File: src/rtl/delay_sched_pkg.sv
`timescale 1ns/1ps
`default_nettype none
// ============================================================================
// Module   : delay_sched_pkg
// Purpose  : Shared constants, FSM state encoding and a width helper for the
//            delay scheduler and its round-robin arbiter.
// Ports    : none (package)
// Revision : 1.0 - initial release
// ============================================================================
package delay_sched_pkg;

  localparam int C_NREQ_DEFAULT  = 4;
  localparam int C_DW_DEFAULT    = 16;
  localparam int C_RATIO_DEFAULT = 1000;

  // Scheduler FSM encoding, explicit 2-bit width.
  typedef enum logic [1:0] {
    ST_IDLE  = 2'd0,
    ST_COUNT = 2'd1,
    ST_DONE  = 2'd2
  } state_t;

  // ceil(log2(v)), but never less than one bit so a counter that only ever
  // holds 0 (v == 1) still has a legal declaration.
  function automatic int clog2_min1(input int v);
    return (v > 1) ? $clog2(v) : 1;
  endfunction

endpackage : delay_sched_pkg
`default_nettype wire

File: src/rtl/delay_sched_rr_arbiter.sv
`timescale 1ns/1ps
`default_nettype none
// ============================================================================
// Module   : rr_arbiter
// Purpose  : Combinational round-robin picker. Searches the request vector
//            starting at the requester after last_i and returns the first
//            active one as a one-hot pick.
// Ports    : req_i   - request level per requester
//            last_i  - index of the requester served most recently
//            pick_o  - one-hot selected requester (zero when none)
//            valid_o - high when pick_o is nonzero
// Revision : 1.0 - initial release
// ============================================================================
module rr_arbiter
  import delay_sched_pkg::*;
#(
  parameter int NREQ = C_NREQ_DEFAULT,
  parameter int IW   = clog2_min1(NREQ)
) (
  input  logic [NREQ-1:0] req_i,
  input  logic [IW-1:0]   last_i,
  output logic [NREQ-1:0] pick_o,
  output logic            valid_o
);

  logic [IW-1:0] w_idx;

  // Offsets 1..NREQ walk every requester once, ending on last_i itself, so a
  // lone requester that was just served can still be picked again.
  always_comb begin
    pick_o  = '0;
    valid_o = 1'b0;
    w_idx   = '0;
    for (int off = 1; off <= NREQ; off++) begin
      w_idx = IW'((int'(last_i) + off) % NREQ);
      if (!valid_o && req_i[w_idx]) begin
        pick_o[w_idx] = 1'b1;
        valid_o       = 1'b1;
      end
    end
  end

endmodule : rr_arbiter
`default_nettype wire

File: src/rtl/delay_sched.sv
`timescale 1ns/1ps
`default_nettype none
// ============================================================================
// Module   : delay_sched
// Purpose  : Shares one countdown timer between NREQ requesters. A granted
//            requester waits delay*RATIO cycles, then receives a one-cycle
//            done pulse. Also provides a free-running unit tick and a count
//            of elapsed time units.
// Ports    : clk        - clock, rising edge
//            rst_n      - asynchronous active-low reset
//            req        - level request per requester
//            delay      - per-requester delay, lane i at [i*DW +: DW]
//            grant      - one-hot current timer owner
//            done       - one-hot completion pulse
//            busy       - timer owned
//            tick       - one-cycle pulse every RATIO cycles
//            unit_count - time units since reset (wraps at 2^32)
// Revision : 1.0 - initial release
// ============================================================================
module delay_sched
  import delay_sched_pkg::*;
#(
  parameter int NREQ  = C_NREQ_DEFAULT,
  parameter int DW    = C_DW_DEFAULT,
  parameter int RATIO = C_RATIO_DEFAULT
) (
  input  logic               clk,
  input  logic               rst_n,
  input  logic [NREQ-1:0]    req,
  input  logic [NREQ*DW-1:0] delay,
  output logic [NREQ-1:0]    grant,
  output logic [NREQ-1:0]    done,
  output logic               busy,
  output logic               tick,
  output logic [31:0]        unit_count
);

  localparam int            PW          = clog2_min1(RATIO);
  localparam int            IW          = clog2_min1(NREQ);
  localparam logic [PW-1:0] C_PREC_LAST = PW'(RATIO - 1);
  localparam logic [IW-1:0] C_IDX_LAST  = IW'(NREQ - 1);

  state_t          state_q, state_d;
  logic [PW-1:0]   presc_q, presc_d;
  logic [31:0]     unit_count_q;
  logic [PW-1:0]   prec_q, prec_d;
  logic [DW-1:0]   remain_q, remain_d;
  logic [IW-1:0]   owner_q, owner_d;
  logic [IW-1:0]   last_q, last_d;

  logic [NREQ-1:0] w_pick;
  logic            w_pick_valid;
  logic [IW-1:0]   w_pick_idx;
  logic [DW-1:0]   w_pick_delay;
  logic            w_presc_wrap;
  logic            w_prec_wrap;

  // --------------------------------------------------------------------------
  // Free-running prescaler and unit counter
  // --------------------------------------------------------------------------
  assign w_presc_wrap = (presc_q == C_PREC_LAST);
  assign presc_d      = w_presc_wrap ? '0 : presc_q + 1'b1;

  always_ff @(posedge clk or negedge rst_n) begin
    if (!rst_n) begin
      presc_q      <= '0;
      unit_count_q <= '0;
    end else begin
      presc_q <= presc_d;
      if (w_presc_wrap) begin
        unit_count_q <= unit_count_q + 32'd1;
      end
    end
  end

  // With RATIO == 1 the wrap condition is always true, so gate with rst_n to
  // keep tick low while reset is held.
  assign tick       = rst_n & w_presc_wrap;
  assign unit_count = unit_count_q;

  // --------------------------------------------------------------------------
  // Round-robin selection
  // --------------------------------------------------------------------------
  rr_arbiter #(
    .NREQ (NREQ),
    .IW   (IW)
  ) u_arb (
    .req_i   (req),
    .last_i  (last_q),
    .pick_o  (w_pick),
    .valid_o (w_pick_valid)
  );

  // One-hot pick to index, and the matching delay lane.
  always_comb begin
    w_pick_idx   = '0;
    w_pick_delay = '0;
    for (int i = 0; i < NREQ; i++) begin
      if (w_pick[i]) begin
        w_pick_idx   = IW'(i);
        w_pick_delay = delay[i*DW +: DW];
      end
    end
  end

  // --------------------------------------------------------------------------
  // FSM: state register
  // --------------------------------------------------------------------------
  always_ff @(posedge clk or negedge rst_n) begin
    if (!rst_n) begin
      state_q <= ST_IDLE;
    end else begin
      state_q <= state_d;
    end
  end

  // Timer datapath registers; last_q resets to the top index so the first
  // search starts at requester 0.
  always_ff @(posedge clk or negedge rst_n) begin
    if (!rst_n) begin
      prec_q   <= '0;
      remain_q <= '0;
      owner_q  <= '0;
      last_q   <= C_IDX_LAST;
    end else begin
      prec_q   <= prec_d;
      remain_q <= remain_d;
      owner_q  <= owner_d;
      last_q   <= last_d;
    end
  end

  // --------------------------------------------------------------------------
  // FSM: next-state and datapath update
  // --------------------------------------------------------------------------
  assign w_prec_wrap = (prec_q == C_PREC_LAST);

  always_comb begin
    state_d  = state_q;
    prec_d   = prec_q;
    remain_d = remain_q;
    owner_d  = owner_q;
    last_d   = last_q;
    unique case (state_q)
      ST_IDLE: begin
        if (w_pick_valid) begin
          owner_d  = w_pick_idx;
          remain_d = w_pick_delay;
          prec_d   = '0;
          state_d  = (w_pick_delay != '0) ? ST_COUNT : ST_DONE;
        end
      end
      ST_COUNT: begin
        if (!req[owner_q]) begin
          // Owner withdrew: release the timer silently; it still counts as
          // served so the next search moves past it.
          state_d = ST_IDLE;
          last_d  = owner_q;
        end else if (w_prec_wrap) begin
          prec_d   = '0;
          remain_d = remain_q - 1'b1;
          if (remain_q == DW'(1)) begin
            state_d = ST_DONE;
          end
        end else begin
          prec_d = prec_q + 1'b1;
        end
      end
      ST_DONE: begin
        last_d  = owner_q;
        state_d = ST_IDLE;
      end
      default: begin
        state_d = ST_IDLE;
      end
    endcase
  end

  // --------------------------------------------------------------------------
  // FSM: outputs
  // --------------------------------------------------------------------------
  always_comb begin
    grant = '0;
    done  = '0;
    busy  = 1'b0;
    unique case (state_q)
      ST_COUNT: begin
        grant[owner_q] = 1'b1;
        busy           = 1'b1;
      end
      ST_DONE: begin
        grant[owner_q] = 1'b1;
        done[owner_q]  = 1'b1;
        busy           = 1'b1;
      end
      default: begin
        grant = '0;
      end
    endcase
  end

endmodule : delay_sched
`default_nettype wire

File: config.mk
export PLATFORM = sky130hd
export DESIGN_NAME = delay_sched
export DESIGN_NICKNAME = d
export VERILOG_FILES = /design/src/rtl/delay_sched_pkg.sv /design/src/rtl/delay_sched_rr_arbiter.sv /design/src/rtl/delay_sched.sv
export SDC_FILE = /design/constraint.sdc
export NUM_CORES = 1
export LEC_CHECK = 0
export BUFFER_PORTS_ARGS = -buffer_cell sky130_fd_sc_hd__buf_2
export CAP_MARGIN = 0
export CORE_ASPECT_RATIO = 0.75
export CORE_MARGIN = 4
export CORE_UTILIZATION = 55
export DETAILED_ROUTE_END_ITERATION = 6
export GPL_TIMING_DRIVEN = 0
export MAX_ROUTING_LAYER = met4
export PLACE_DENSITY_LB_ADDON = 0.08
export SYNTH_ARGS = -nofsm -noshare
export SYNTH_HDL_FRONTEND = slang
export SYNTH_SLANG_ARGS = --single-unit
File: constraint.sdc
create_clock -name clk -period 4.4 [get_ports clk]
set_input_delay 0.88 -clock clk [delete_from_list [all_inputs] [get_ports clk]]
set_output_delay 0.88 -clock clk [all_outputs]
set_load 0.05 [all_outputs]
Word-level counts from Yosys, hierarchy flattened
Cells that the tools add are included.
{"block": "classes", "reduce_logical": 21, "magnitude_cmp": 10, "addsub": 8, "n_mux": 55, "n_eq_ne": 11, "bitwise": 4}
{"cell": "two-way mux 16 bit", "n": 7}
{"cell": "two-way mux 10 bit", "n": 4}
{"cell": "adder 32 x 1 -> 32 bit (second input constant)", "n": 1}
{"cell": "one-hot mux 16 bit (2 select lines)", "n": 1}
{"cell": "two-way mux 4 bit", "n": 6}
{"cell": "adder 10 x 1 -> 10 bit (second input constant)", "n": 2}
{"cell": "equality test 10 bit (second input constant)", "n": 2}
{"cell": "one-hot mux 10 bit (2 select lines)", "n": 1}
{"cell": "equality test 16 x 1 -> 1 bit (second input constant)", "n": 1}
{"cell": "two-way mux 1 bit", "n": 16}
{"cell": "two-way mux 2 bit", "n": 8}
{"cell": "nonzero test 16 bit", "n": 1}
{"cell": "subtractor 16 x 1 -> 16 bit (second input constant)", "n": 1}
{"cell": "less-than comparator 2 x 3 -> 1 bit (second input constant)", "n": 5}
{"cell": "OR 4 bit", "n": 3}
{"cell": "binary-select mux 1 bit (select 2 bit)", "n": 5}
{"cell": "demux 1 bit (select 2 bit)", "n": 5}
{"cell": "greater-or-equal comparator 2 x 1 -> 1 bit (second input constant)", "n": 5}
{"cell": "logical AND 1 bit", "n": 8}
{"cell": "one-hot mux 2 bit (2 select lines)", "n": 2}
{"cell": "!= test 2 bit (second input constant)", "n": 3}
{"cell": "!= test 3 bit (second input constant)", "n": 2}
{"cell": "AND reduction 3 bit", "n": 2}
{"cell": "adder 2 x 1 -> 2 bit (second input constant)", "n": 2}
{"cell": "other kinds (11)", "n": 16}
{"block": "totals", "register_bits": 74, "word_cells": 116}

Longest topological paths before layout
{"block": "depth", "word_depth": 21, "mapped_depth": 15, "depth_no_buf": 11}

Modules after synthesis
A second synthesis with hierarchy kept.
{"block": "hier_totals", "hier_cells": 531, "hier_area_um2": 4777.1}
{"module": "delay_sched", "cells_each": 483, "seq_area_each_um2": 1854.3, "instances": 1, "area_each_um2": 4361.7}
{"module": "rr_arbiter", "cells_each": 48, "seq_area_each_um2": 0.0, "instances": 1, "area_each_um2": 415.4}

Worst setup path after synthesis
Ideal clock, no wire load.
{"block": "synth_timing", "path_kind": "register to register", "start": "register last_q[0]", "end": "register remain_q[9]", "arrival_ps": 3622, "t_required_ps": 4274, "stages_incl_launch_ff": 15, "path_buffers": 4, "slack_ps": 652, "setup_ps": 126, "cell_sequence": "dfstp_2 > buf_2 > buf_2 > inv_1 > ha_1 > mux4_2 > nor2b_1 > and2_1 > o32a_2 > and3_1 > buf_6 > buf_6 > a221oi_2 > a21oi_1 > a221o_1"}
{"block": "synth_via", "elab_chain_len": 19}
{"item": "start, declared", "line_no": "delay_sched.sv:49", "text": "logic [IW-1:0] last_q, last_d;"}
{"item": "start signal, assigned", "line_no": "delay_sched.sv:129", "text": "last_q <= last_d;"}
{"item": "branches (longest 19 deep; another with less-than comparator 2 x 3 -> 1 bit)"}
{"item": "end signal, assigned", "line_no": "delay_sched.sv:127", "text": "remain_q <= remain_d;"}
{"item": "end, declared", "line_no": "delay_sched.sv:47", "text": "logic [DW-1:0] remain_q, remain_d;"}
Several ways; the timed one is not identified. The select of a mux whose other input is x is not followed.
A chain may end at the register's enable or synchronous reset.

Worst setup path in the final report
{"block": "layout_timing", "start": "register last_q[0]", "end": "register state_q[0]"}
{"block": "layout_via", "elab_chain_len": 21}
{"item": "branches (longest 21 deep; another with less-than comparator 2 x 3 -> 1 bit)"}
{"item": "end signal, assigned", "line_no": "delay_sched.sv:113", "text": "state_q <= state_d;"}
{"item": "end, declared", "line_no": "delay_sched.sv:43", "text": "state_t state_q, state_d;"}
Several ways; the timed one is not identified. The select of a mux whose other input is x is not followed.

==> results by group <==
Global route
  • Initial antenna violation count: 0
  • Vias in the first global route: 4389
  • Global-route wire length before repair: 21700 um
  • Largest net degree at the start of global routing: 73
  • Grt ovf: 0
  • GR Util All Layers: 27.3%

Power and ir drop
  • Power Total: 4.56 mW
  • P_int: 2.40 mW
  • Seq pwr share: 20.8%
  • Power Dens Cells: 759 mW/mm2
  • Clock Power Share: 18.2%
  • Comb pwr share: 60.9%
  • VDD IR max: 0.808 mV
  • Leak: 2.82 nW
  • Sw frac: 47.3%
  • Total net switching power: 2.15 mW

STA
  • Slew Limit Fails: 0
  • Worst slew pin tran: 0.608 ns
  • Hold slack: 0.341 ns
  • Worst relative slew slack: 59.1%
  • Final Skew: 0.00760 ns
  • Setup WS post-layout: 0.264 ns
  • # setup viols final: 0
  • RSZ-0062 raised after global routing: no
  • Fmax: 242 MHz
  • Final Cycle Share: 94.0%
  • Final min period: 4.14 ns
  • Final Hold Viols: 0

Setup path
  • CP Max Fanout: 10
  • Worst path arrival time: 4.32 ns
  • CP Capture Type: flip-flop
  • CP Launch Point: last_q[0]$_DFFE_PN1P_
  • Critical path class: flip-flop to flip-flop
  • FF-to-FF Start: last_q[0]$_DFFE_PN1P_
  • Req. time, crit path: 4.59 ns
  • Startpoint types: flip-flop

Final layout
  • Final nets: 754
  • Finished Core Util: 70.1%
  • Filler cells: 713
  • Layout cell share with drive strength beyond 1: 25.9%
  • Commonest non-fill, non-tap cell in the layout: buf_2
  • Most frequent cells in the layout: buf_2 (114), dfrtp_1 (72), nand2_1 (56)
  • Diode count: 0
  • Cell Count, Final, Fillers Out: 780
  • P&R area growth vs syn: 22.8%

Placement
  • Worst slack at placement: -0.106 ns
  • Final HPWL DP: 10100 um
  • Post-Place Cells: 762
  • Final RePlAce weighted congestion: 0.975
  • IO Port Bufs: 111

Synthesis
  • Synth Warn #: 0
  • Leading area contributor after synthesis: dfrtp_1
  • Area share of the largest cell type after synthesis: 36.8%
  • Syn_area_per_cell: 9.03 um2
  • Asr flop ratio synth: 100%
  • Flops & latches, synth: 74
  • Post-synthesis sequential area ratio: 37.9%
  • Post-synth EDFFs: 0
  • Post-synthesis cell type count: 70
  • Post-synthesis net count: 628
  • Synth area leaders: dfrtp_1 (37%), xnor2_1 (4.7%), nand2_1 (4.3%), ha_1 (4.1%), nor2_1 (3.6%)
  • Top FF cell, synth: dfrtp_1
  • Mapped cell area: 0.00489 mm2
  • Syn Inst Count: 542

Clock network
  • Clock Latency Late Sink: 0.33 ns
  • CTS Root Cell: clkbuf_16
  • Post-cts hold buffer count: 0
  • CTS tree: yes
  • Htree depth: 3
  • # clock sinks: 74
  • Clock Tree Buf Depth: 2
  • Num CTS Buffers: 9
  • Clock slew at the register clock pins of the worst setup and hold paths: 0.06 ns

Die
  • I/O pin cnt: 112
  • Die width: 117 um
  • DIE AREA: 0.0105 mm2
  • DIE HEIGHT: 89.7 um
  • Starting Density: 57.1%
  • Core Area: 0.00856 mm2
  • # rows: 29

Drt
  • Wire length per cell: 17.2 um
  • Initial DRC Count: 380
  • Post-Route WL: 13400 um
  • Via-per-instance ratio: 6.00
  • Drt pass-1 iters: 5
  • Top Layer Used: met4
  • # DRC: 0
  • Via count: 4679
  • Remaining antenna violation count: 0
  • M1 WL: 6470 um
  • Met3 routed WL: 775 um
  • WL met2: 6090 um

Run status
  • Status: completed

Flow run
  • Max cap viols: 0

Min path
  • Hold Path Class: primary input to asynchronous set/reset pin
-- cell type report --
cell class,instances,area [um2],area share [%]
clock inverters,5,104,1.73
inverters,15,56.3,0.937
plain buffers,23,136,2.27
clock buffers,10,229,3.81
flip-flops and latches,74,1850,30.9
repair buffers,116,616,10.2
well taps,108,135,2.25
multi-input cells,429,2880,47.9
-- power groups by stage --
stage,Clock (mW),Combinational (mW),Sequential [mW]
finish,0.831,2.78,0.950
global route,0.882,3.01,0.967
CTS,0.846,2.66,0.941
detailed placement,0,2.61,0.950
global placement,0,2.56,0.946
floorplan,0,1.96,0.915
-- through the flow --
step | setup TNS (ns) | cell area (um2)
after floorplan | 0 | 4890
final | 0 | 6010
after global placement | -0.252 | 5580
after detailed placement | -0.211 | 5610
after global routing | 0 | 6010
after CTS | 0 | 5960
-- repair_timing --
item | in CTS | in global routing
setup endpoints to repair | 2 | 4
buffers inserted | 0 | 4
resized for setup | 3 | 5
gates cloned | 0 | 0
pin swaps | 0 | 2
-- final timing paths --
check                      cells past startpoint  slack [ns]                    endpoint
min in group clk                               1        0.48  unit_count[31]$_DFFE_PN0N_
setup reg to reg                              13        0.26      state_q[0]$_DFFE_PN0P_
hold / removal                                 1        0.34    remain_q[10]$_DFFE_PN0P_
setup / recovery                              13        0.26      state_q[0]$_DFFE_PN0P_
max in group asynchronous                      2        3.48       last_q[0]$_DFFE_PN1P_
hold reg to reg                                1        0.48  unit_count[31]$_DFFE_PN0N_
-- Yosys cell counts (3+ instances only) --
master and instances:
mux2i_1 6, dfrtp_1 72, ha_1 16, o22ai_1 4, xnor2_1 26, inv_1 15, nor4_1 4, xor2_1 11
mux2_2 3, clkbuf_1 12, a21oi_1 25, or3_1 5, a22oi_1 3, a221oi_1 10, and3_1 20, or4_1 3
nor2_1 47, o31ai_1 4, o21ai_1 3, nor2b_1 5, and3b_1 5, nor3b_1 3, nand4_1 14, o2bb2ai_1 8
nand2b_1 8, nand3_1 29, nor3_1 16, o21ai_0 33, buf_6 5, a221o_1 5, and2_1 6, nand2_1 56
a31oi_1 3, a221oi_2 3, buf_2 6
-- routing by layer --
layer	up-vias	track usage [%]
met4	0	4.79
li1	2238	-
met1	2276	40.5
met5	-	-
met3	10	4.62
met2	155	39.8
-- state kept, by name (all words and copies together) (netlist names) --
signal	cells
owner_q	2
prec_q	10
presc_q	10
last_q	2
state_q	2
remain_q	16
unit_count	32
-- worst max-delay path: stages, from the launching register on --
cell and delay (ns):
dfstp_2 0.63, clkbuf_4 0.25, inv_1 0.15, ha_2 0.41
mux4_2 0.60, nor2b_1 0.20, and2_1 0.15, o32a_2 0.36
and3_1 0.21, buf_6 0.13, a22oi_1 0.24, nand4_1 0.15
nor4b_2 0.35, a41oi_1 0.17
-- cells by family after synthesis --
group	Yosys count	share of synthesized area (%)
multiplexers	14	4.19
adder cells (fa/ha/maj)	16	4.09
AO/OA/AOI/OAI	128	18.6
flip-flops	74	37.9
XOR/XNOR	37	6.62
buffers and inverters	39	3.99
AND/OR/NAND/NOR	234	24.6
(Power assumes the default switching activity.)
